File: src/rtl/apb_irq_pkg.sv
// Shared definitions for the APB interrupt controller: register offsets,
// the interrupt id type and the fixed-priority encoder.
package apb_irq_pkg;

  localparam logic [2:0] IER_OFS  = 3'h0;
  localparam logic [2:0] IPR_OFS  = 3'h1;
  localparam logic [2:0] ITR_OFS  = 3'h2;
  localparam logic [2:0] IVR_OFS  = 3'h3;
  localparam logic [2:0] ISWR_OFS = 3'h4;

  typedef logic [2:0] irq_id_t;

  // Returns {valid, id}; the lowest set index wins, {0, 0} when nothing is set.
  function automatic logic [3:0] prio_enc(input logic [7:0] vec);
    logic [3:0] res;
    res = 4'h0;
    // Scan downwards so the lowest set index is written last.
    for (int i = 7; i >= 0; i--) begin
      if (vec[i]) begin
        res = {1'b1, irq_id_t'(i)};
      end else begin
        res = res;
      end
    end
    return res;
  endfunction

endpackage

File: src/rtl/apb_irq_ctrl_irq_src_detect.sv
// Per-source pending-set detector.
// Optional macro IRQ_CTRL_SYNC_EN: adds a 2-flop synchronizer in front of detection.
// Ports:
//   pclk      clock
//   preset    synchronous reset, active-high
//   src       raw interrupt flag
//   edge_mode 1 = rising-edge detect, 0 = level
//   set_req   request to set the pending bit this cycle
module irq_src_detect (
  input  logic pclk,
  input  logic preset,
  input  logic src,
  input  logic edge_mode,
  output logic set_req
);

  logic samp_s;
  logic hist_r;

`ifdef IRQ_CTRL_SYNC_EN
  logic sync1_r;
  logic sync2_r;

  // Two-flop synchronizer for sources asynchronous to pclk.
  always_ff @(posedge pclk) begin
    if (preset) begin
      sync1_r <= 1'b0;
      sync2_r <= 1'b0;
    end else begin
      sync1_r <= src;
      sync2_r <= sync1_r;
    end
  end

  assign samp_s = sync2_r;
`else
  assign samp_s = src;
`endif

  // Edge history; clears to 0 so a source high at reset release is seen as a rising edge.
  always_ff @(posedge pclk) begin
    if (preset) begin
      hist_r <= 1'b0;
    end else begin
      hist_r <= samp_s;
    end
  end

  // Level or rising-edge select.
  always_comb begin
    if (edge_mode) begin
      set_req = samp_s & ~hist_r;
    end else begin
      set_req = samp_s;
    end
  end

endmodule

File: src/rtl/apb_irq_ctrl.sv
// APB interrupt controller: pending/enable/type registers, software trigger,
// fixed-priority resolution and registered irq/irq_id outputs.
// Optional macro IRQ_CTRL_SYNC_EN (in irq_src_detect): synchronizes irq_src.
// Ports:
//   pclk, preset                     clock and synchronous active-high reset
//   psel, penable, pwrite, paddr,
//   pwdata, prdata, pready, pslverr  APB slave port (zero wait states)
//   irq_src                          raw interrupt flags, src 0 = highest priority
//   irq, irq_id                      interrupt request and winning source index
module apb_irq_ctrl
  import apb_irq_pkg::*;
#(
  parameter int NUM_SRC    = 8,
  parameter int ADDR_WIDTH = 12
) (
  input  logic                  pclk,
  input  logic                  preset,
  input  logic                  psel,
  input  logic                  penable,
  input  logic                  pwrite,
  input  logic [ADDR_WIDTH-1:0] paddr,
  input  logic [31:0]           pwdata,
  output logic [7:0]            prdata,
  output logic                  pready,
  output logic                  pslverr,
  input  logic [NUM_SRC-1:0]    irq_src,
  output logic                  irq,
  output logic [2:0]            irq_id
);

  localparam logic [8:0] MASK_WIDE = (9'd1 << NUM_SRC) - 9'd1;
  localparam logic [7:0] SRC_MASK  = MASK_WIDE[7:0];

  logic               access_s;
  logic [2:0]         ofs_s;
  logic               err_s;
  logic               wr_s;
  logic               rd_s;
  logic [7:0]         wdata_s;
  logic [NUM_SRC-1:0] set_req_s;
  logic [7:0]         set_vec_s;
  logic [7:0]         w1c_s;
  logic [7:0]         swr_s;
  logic [7:0]         rdata_s;
  logic [3:0]         prio_s;
  logic               unused_s;

  logic [7:0] ier_r;
  logic [7:0] ipr_r;
  logic [7:0] itr_r;
  logic       irq_r;
  irq_id_t    irq_id_r;

  assign access_s  = psel & penable;
  assign ofs_s     = paddr[2:0];
  assign wdata_s   = pwdata[7:0];
  assign err_s     = access_s & ((ofs_s > ISWR_OFS) | (pwrite & (ofs_s == IVR_OFS)));
  assign wr_s      = access_s & pwrite & ~err_s;
  assign rd_s      = access_s & ~pwrite & ~err_s & ~preset;
  assign set_vec_s = 8'(set_req_s);
  assign prio_s    = prio_enc(ipr_r & ier_r);
  assign unused_s  = ^{paddr[ADDR_WIDTH-1:3], pwdata[31:8]};

  for (genvar gi = 0; gi < NUM_SRC; gi++) begin : g_src
    irq_src_detect u_det (
      .pclk      (pclk),
      .preset    (preset),
      .src       (irq_src[gi]),
      .edge_mode (itr_r[gi]),
      .set_req   (set_req_s[gi])
    );
  end

  // Decode W1C clear and software-set masks from the current write.
  always_comb begin
    w1c_s = 8'h00;
    swr_s = 8'h00;
    if (wr_s && (ofs_s == IPR_OFS)) begin
      w1c_s = wdata_s;
    end else begin
      w1c_s = 8'h00;
    end
    if (wr_s && (ofs_s == ISWR_OFS)) begin
      swr_s = wdata_s;
    end else begin
      swr_s = 8'h00;
    end
  end

  // Register read mux.
  always_comb begin
    rdata_s = 8'h00;
    case (ofs_s)
      IER_OFS:  rdata_s = ier_r;
      IPR_OFS:  rdata_s = ipr_r;
      ITR_OFS:  rdata_s = itr_r;
      IVR_OFS:  rdata_s = {irq_r, 4'b0000, irq_id_r};
      default:  rdata_s = 8'h00;
    endcase
  end

  // Register file and output registers; set terms are OR-ed after the clear so set wins.
  always_ff @(posedge pclk) begin
    if (preset) begin
      ier_r    <= 8'h00;
      ipr_r    <= 8'h00;
      itr_r    <= 8'h00;
      irq_r    <= 1'b0;
      irq_id_r <= 3'd0;
    end else begin
      if (wr_s && (ofs_s == IER_OFS)) begin
        ier_r <= wdata_s & SRC_MASK;
      end
      if (wr_s && (ofs_s == ITR_OFS)) begin
        itr_r <= wdata_s & SRC_MASK;
      end
      ipr_r    <= ((ipr_r & ~w1c_s) | set_vec_s | swr_s) & SRC_MASK;
      irq_r    <= prio_s[3];
      irq_id_r <= prio_s[2:0];
    end
  end

  // APB responses are gated by reset so an aborted transfer reports nothing.
  assign pready  = access_s & ~preset;
  assign pslverr = err_s & ~preset;
  assign prdata  = rd_s ? rdata_s : 8'h00;
  assign irq     = irq_r;
  assign irq_id  = irq_id_r;

endmodule

File: config.mk
export PLATFORM = sky130hd
export DESIGN_NAME = apb_irq_ctrl
export DESIGN_NICKNAME = d
export VERILOG_FILES = /design/src/rtl/apb_irq_pkg.sv /design/src/rtl/apb_irq_ctrl_irq_src_detect.sv /design/src/rtl/apb_irq_ctrl.sv
export SDC_FILE = /design/constraint.sdc
export NUM_CORES = 1
export LEC_CHECK = 0
export BUFFER_PORTS_ARGS = -buffer_cell sky130_fd_sc_hd__buf_2
export CORE_MARGIN = 2
export CORE_UTILIZATION = 42
export CTS_BUF_LIST = sky130_fd_sc_hd__clkbuf_16
export DETAILED_ROUTE_END_ITERATION = 6
export PLACE_DENSITY = 0.75
export RECOVER_POWER = 25
export SLEW_MARGIN = 20
export SYNTH_ARGS = -nofsm -noshare
export SYNTH_HDL_FRONTEND = slang
export SYNTH_SLANG_ARGS = --single-unit
File: constraint.sdc
create_clock -name pclk -period 1.2 [get_ports pclk]
set_clock_uncertainty 0.2 [all_clocks]
set_input_delay 0.12 -clock pclk [delete_from_list [all_inputs] [get_ports pclk]]
set_output_delay 0.12 -clock pclk [all_outputs]
set_load 0.03 [all_outputs]
==> results of run 1 <==
[what timing repair did]
action,in CTS,in global routing
endpoints found under the hold margin,32,0
gates resized for setup,43,21
buffers inserted,5,2
pin swaps,11,11
hold buffers,16,0
setup endpoints to repair,33,21
[metrics by stage]
step / TNS (ns) / cell area (µm²)
floorplan: -1.73 / 1780
global placement: -8.23 / 2270
detailed placement: -9.31 / 2270
CTS: -3.28 / 2760
global route: -3.91 / 2810
finish: -3.38 / 2810
[worst max-delay path: stages, from the launching register on]
cell	delay, ns
dfxtp_4	0.34
mux4_2	0.46
and3_4	0.18
buf_6	0.13
[layout by cell type, fill, tap and decap left out, drive strengths merged, types with 3 or more instances in the layout]
cell type and instances:
mux2i 12, buf 81, clkbuf 10, nand2 36
dlygate4sd3 16, a22oi 10, inv 3, a21oi 22
dfxtp 36, nor2 20, nor2b 9, nand3 18
and3 6, mux4 4
[routing by layer]
metal  track usage, %  share of wire [%]
met4             9.69                1.9
met3             6.76                6.5
met1             32.0                 40
met5                0                  0
met2             47.1                 52
[logic make-up after synthesis]
logic type	share of synthesized area, %
AO/OA/AOI/OAI	13.4
flip-flops	43.6
AND/OR/NAND/NOR	26.4
multiplexers	12.7
buffers and inverters	3.93
[path summary, 6_finish.rpt]
| path | from | endpoint | slack (ns) | cells past startpoint |
|---|---|---|---|---|
| max | irq_id[1]$_SDFF_PP0_ | prdata[1] | -0.52 | 3 |
| min | preset | irq_id[0]$_SDFF_PP0_ | 0.12 | 5 |
| max reg2reg | ipr_r[7]$_SDFF_PP0_ | irq_id[0]$_SDFF_PP0_ | -0.22 | 4 |
| min reg2reg | ier_r[4]$_SDFFE_PP0P_ | ier_r[4]$_SDFFE_PP0P_ | 0.27 | 2 |
[flip-flops by register name, indices dropped and copies added, names as in the netlist]
signal              count
g_src.u_det.hist_r      8
irq_id                  3
ier_r                   8
irq                     1
ipr_r                   8
itr_r                   8
[power groups by stage]
stage	Combinational [mW]	Sequential (mW)	Clock, mW
after global routing	0.421	1.26	1.29
after CTS	0.373	1.25	1.21
after global placement	0.304	1.27	0
after detailed placement	0.311	1.27	0
after floorplan	0.152	1.28	0
final	0.394	1.25	1.21
[area by class of cell]
type | instances | area [µm²]
Multi-Input combinational cell | 146 | 1020
Fill cell | 251 | 906
Timing Repair Buffer | 102 | 843
Sequential cell | 36 | 747
Clock buffer | 5 | 125
Tap cell | 48 | 60.1
Clock inverter | 3 | 11.3
==> metrics.md, run 1 <==
| Metric | Value |
|---|---|
| Status | `finished with violations` |
| Failing checks | `negative setup slack` |
| Htree depth | `2` |
| Final Max Slew Viols | `0` |
| Synth cell count leaders | `36 x dfxtp_1, 36 x nand2_1, 22 x a21oi_1` |
| Clk pin slew, worst setup/hold paths | `~0.05 ns` |
| Area of the core | `3720 µm²` |
| Endpoints failing setup | `12` |
| Top Ports | `between 70 and 80` |
| Initial Utilization | `44.5%` |
| GPL Wtd Cong | `between 0.8 and 0.9` |
| Vias in the first global route | `around 1800` |
| Post-synthesis register bit count | `36` |
| Mapped Cells | `193` |
| Post-synth ARST share | `0%` |
| DRC errors left | `0` |
| Area grow syn2layout | `69.9%` |
| Final ANT Viol Nets | `0` |
| Post-route insts no fill | `340` |
| Synth cell types | `25` |
| Yosys warnings | `0` |
| Placed Cells | `slightly above 300` |
| Min Tclk post-route | `1.72 ns` |
| Via count | `1874` |
| Worst path arrival time | `about 1.4 ns` |
| Endpoint type of the worst setup path | `output port` |
| Synth top area cells | `dfxtp_1 44%, nand2_1 8.2%, mux2i_1 7.3%, a21oi_1 6.7%, nand3_1 5.4%` |
| Max-cap violation count | `0` |
| Detailed placer's ending HPWL | `3410 µm` |
| Crit-path max FO | `2` |
| Sw frac | `between 20% and 30%` |
| Flop pwr share | `44.0%` |
| Top-area cell type share of the netlist area | `43.6%` |
| Worst hold slack | `0.125 ns` |
| Power Internal | `2.18 mW` |
| Slew @ Worst Pin | `0.287 ns` |
| Switching power | `0.676 mW` |
| CTS max path bufs | `2` |
| Max_slew headroom | `80.9%` |
| Drt first pass iters | `5` |
| Layout cells sized above 1 | `46.2%` |
| Mapped Area | `1650 µm²` |
| Mean Syn Cell Area | `~8.6 µm²` |
| GRT Util Overall | `27.0%` |
| IR drop worst, VDD | `~1 mV` |
| Ant diodes | `0` |
| Post-synth top area cell | `dfxtp_1` |
| Leak pwr | `around 1.2 nW` |
| Initial antenna violation count | `0` |
| Root Buffer Master | `clkbuf_16` |
| Register area share after synthesis | `43.6%` |
| Via density | `5.51` |
| Routed WL | `5620 µm` |
| First-pass GRT wire length | `8810 µm` |
| Post-synth top flop | `dfxtp_1` |
| DIE AREA | `around 4500 µm²` |
| Largest net degree at the start of global routing | `18` |
| Startpoint types | `flop` |
| Comb pwr share | `roughly 14%` |
| Synth Net Count | `250` |
| Row Count | `22` |
| Hold Vio Cnt, Final | `0` |
| Power Total | `2.85 mW` |
| CTS buffer count | `5` |
| Hold Crit Class | `input port to flop` |
| Crit share post-route | `143%` |
| Core Util, Final | `75.6%` |
| WS Path Type | `flop to output port` |
| Gr ovfl total | `0` |
| Final Net Count | `348` |
| Die W | `~67 µm` |
| CTS tree | `yes` |
| Worst Setup Slack, final | `-0.515 ns` |
| Placement Setup Slack | `-0.321 ns` |
| PD cells | `1020 nW/µm²` |
| IO buf count | `37` |
| DRT iter0 DRCs | `118` |
| Max Clk Rate | `583 MHz` |
| Clock power share | `42.3%` |
| RSZ-0062 raised after global routing | `yes` |
| EDFF count, synth | `0` |
| WL/cell | `approximately 17 µm` |
| Worst Path Required | `0.88 ns` |
| Die height | `about 67 µm` |
| Clk sinks | `36` |
| Clk Latency, worst-skew pair | `0.28 ns` |
Note: power is estimated with default switching activity, not from simulation.
==> run 2, diff against run 1 <==
--- a/config.mk
+++ b/config.mk
@@ -5,7 +5,7 @@
 export SDC_FILE = /design/constraint.sdc
 export NUM_CORES = 1
 export LEC_CHECK = 0
-export BUFFER_PORTS_ARGS = -buffer_cell sky130_fd_sc_hd__buf_2
+export BUFFER_PORTS_ARGS = -buffer_cell sky130_fd_sc_hd__clkbuf_2
 export CORE_MARGIN = 2
 export CORE_UTILIZATION = 42
 export CTS_BUF_LIST = sky130_fd_sc_hd__clkbuf_16
==> constraint.sdc (replaced) <==
create_clock -name pclk -period 1.2 [get_ports pclk]
set_clock_uncertainty 0.2 [all_clocks]
set_input_delay 0.12 -clock pclk [delete_from_list [all_inputs] [get_ports pclk]]
set_output_delay 0.12 -clock pclk [all_outputs]
set_load 0.05 [all_outputs]
==> run 2 against run 1 <==
The run still ends with negative setup slack left. Sequential share of layout area decreased by 1.3 points. Non-clock buffer count decreased by 6. First-iteration DRC count rose by 8.5%. Total power grew 9.5%. Core utilization is 3.7 points higher.
==> metrics.md, run 2 (same netlist as run 1, synthesis figures left out) <==
| Metric | Value |
|---|---|
| Max-cap violation count | `0 (unchanged)` |
| Startpoint types | `flop` |
| Post-route insts no fill | `334 (-1.8%)` |
| CTS max path bufs | `2 (unchanged)` |
| Clk pin slew, worst setup/hold paths | `0.05 ns (about the same)` |
| Final ANT Viol Nets | `0 (unchanged)` |
| Number of fill cells | `222 (-12%)` |
| Status | `finished with violations` |
| Hold Crit Class | `input port to flop` |
| PD cells | `1060 nW/µm² (+4.3%)` |
| Crit share post-route | `150% (+6.9 points)` |
| RSZ-0062 raised after global routing | `yes` |
| Htree depth | `2 (unchanged)` |
| Hold Crit Start | `preset` |
| Initial Utilization | `44.5% (unchanged)` |
| CTS tree | `yes` |
| Routed WL | `6100 µm (+8.5%)` |
| DRT iter0 DRCs | `128 (+8.5%)` |
| IR drop worst, VDD | `0.757 mV (-24%)` |
| Vias in the first global route | `1816 (-1.7%)` |
| Hold Vio Cnt, Final | `0 (unchanged)` |
| WL/cell | `18.3 µm (+10%)` |
| Die height | `66.8 µm (unchanged)` |
| Worst path arrival time | `1.48 ns (+0.08 ns)` |
| Min Tclk post-route | `1.80 ns (+0.0832 ns)` |
| Crit-path max FO | `2 (unchanged)` |
| Top Metal Used | `met4` |
| Area of the multi-input gates | `1030 µm² (+0.86%)` |
| Final Max Slew Viols | `0 (unchanged)` |
| Slew @ Worst Pin | `0.287 ns (+0.000113 ns)` |
| Most common cell after layout, fill and taps aside | `buf_4` |
| Layout cells sized above 1 | `46.9% (+0.62 points)` |
| IO buf count | `37 (unchanged)` |
| Final instance area | `2950 µm² (+4.9%)` |
| Post-Route M1 WL | `2440 µm (+8.6%)` |
| Core Util, Final | `79.4% (+3.7 points)` |
| Endpoints failing setup | `16 (+4)` |
| Largest net degree at the start of global routing | `17 (-1)` |
| DRC errors left | `0 (unchanged)` |
| GPL Wtd Cong | `0.815 (-6.4%)` |
| Area of the core | `3720 µm² (unchanged)` |
| Via density | `5.63 (+2.2%)` |
| Top Ports | `71 (unchanged)` |
| Drt first pass iters | `4 (-1)` |
| Clock power share | `46.2% (+3.9 points)` |
| Worst hold slack | `0.173 ns (+0.0481 ns)` |
| FF/Latch Area | `746 µm² (-0.17%)` |
| Worst Path Required | `0.88 ns (about the same)` |
| Sw frac | `22.9% (-0.80 points)` |
| Max Clk Rate | `556 MHz (-4.6%)` |
| Crit path launch | `irq_id[1]$_SDFF_PP0_` |
| Power Internal | `2.41 mW (+11%)` |
| Setup TNS | `-3.86 ns (-0.473 ns)` |
| GRT Util Overall | `26.6% (-0.45 points)` |
| WS Path Type | `flop to output port` |
| Initial antenna violation count | `0 (unchanged)` |
| Root Buffer Master | `clkbuf_16` |
| Failing checks | `negative setup slack` |
| Routed wl met3 | `373 µm (+1.4%)` |
| Power Total | `3.13 mW (+9.5%)` |
| Max_slew headroom | `80.8% (about the same)` |
| Die W | `66.8 µm (unchanged)` |
| Most frequent cells in the layout | `35 x buf_4, 29 x nand2_1, 24 x dfxtp_1, 18 x nand3_1, 18 x clkbuf_2` |
| Placed Cells | `305 (-1.9%)` |
| Area grow syn2layout | `78.3%` |
| DIE AREA | `4460 µm² (unchanged)` |
| Final Net Count | `342 (-1.7%)` |
| Row Count | `22 (unchanged)` |
| Endpoint type of the worst setup path | `output port` |
| R2R Path Start | `ier_r[7]$_SDFFE_PP0P_` |
| Ant diodes | `0 (unchanged)` |
| Worst Setup Slack, final | `-0.598 ns (-0.0832 ns)` |
| Clk sinks | `36 (unchanged)` |
| WL met2 | `3090 µm (+6.7%)` |
| DP Area | `2280 µm² (about the same)` |
| Detailed placer's ending HPWL | `3300 µm (-3.3%)` |
| First-pass GRT wire length | `8560 µm (-2.9%)` |
| Gr ovfl total | `0 (unchanged)` |
| Switching power | `0.716 mW (+5.8%)` |
| CTS buffer count | `5 (unchanged)` |
| Leak pwr | `1.23 nW (+2.3%)` |
| Via count | `1881 (+0.37%)` |
| Comb pwr share | `13.6% (-0.2 points)` |
| Flop pwr share | `40.2% (-3.8 points)` |
| Clk Latency, worst-skew pair | `0.28 ns (about the same)` |
| Placement Setup Slack | `-0.422 ns (-0.100 ns)` |
## run 2: cell count changes in the layout (fill, tap and decap cells not counted), moves of 2 or more
cell and change:
clkinv_1 +2, buf_12 +4, clkbuf_16 +7, buf_6 -19, inv_1 -3, buf_2 -17, clkbuf_1 -2, buf_8 +2
clkbuf_2 +18
## run 2: final timing paths
check                          end  slack (ns)  cells after the start
max                      prdata[1]       -0.60                      3
min           irq_id[0]$_SDFF_PP0_        0.17                      5
max reg2reg   irq_id[0]$_SDFF_PP0_       -0.21                      4
min reg2reg  ier_r[6]$_SDFFE_PP0P_        0.27                      2
## run 2: power by group through the flow
stage	combinational (mW)	sequential (mW)	clock, mW
2_1_floorplan	0.160	1.28	0
3_3_place_gp	0.299	1.27	0
3_5_place_dp	0.305	1.27	0
4_1_cts	0.391	1.25	1.45
5_1_grt	0.446	1.26	1.50
6_report	0.425	1.26	1.45
## run 2: critical path, cell delays in order (launching register included)
cell and delay [ns]:
dfxtp_4 0.34, mux4_2 0.48, and3_4 0.21, clkbuf_16 0.17
## run 2: cell type report
cell class | instances | area share, %
Clock inverter | 3 | 1.27
Multi-Input combinational cell | 146 | 35.0
Tap cell | 48 | 2.04
Sequential cell | 36 | 25.3
Timing Repair Buffer | 96 | 32.2
Clock buffer | 5 | 4.24
## run 2: metal layers
metal / global-route usage [%] / up-vias
met5: 0 / -
met1: 30.3 / 890
met3: 7.09 / 20
li1: - / 874
met2: 45.3 / 97
met4: 14.0 / 0
## run 2: timing repair
item | CTS | global route
gates resized for setup | 43 | 27
setup endpoints to repair | 24 | 36
hold buffers | 16 | 0
endpoints found under the hold margin | 31 | 0
cloned | 1 | 0
pin swaps | 12 | 8
setup buffers | 4 | 2
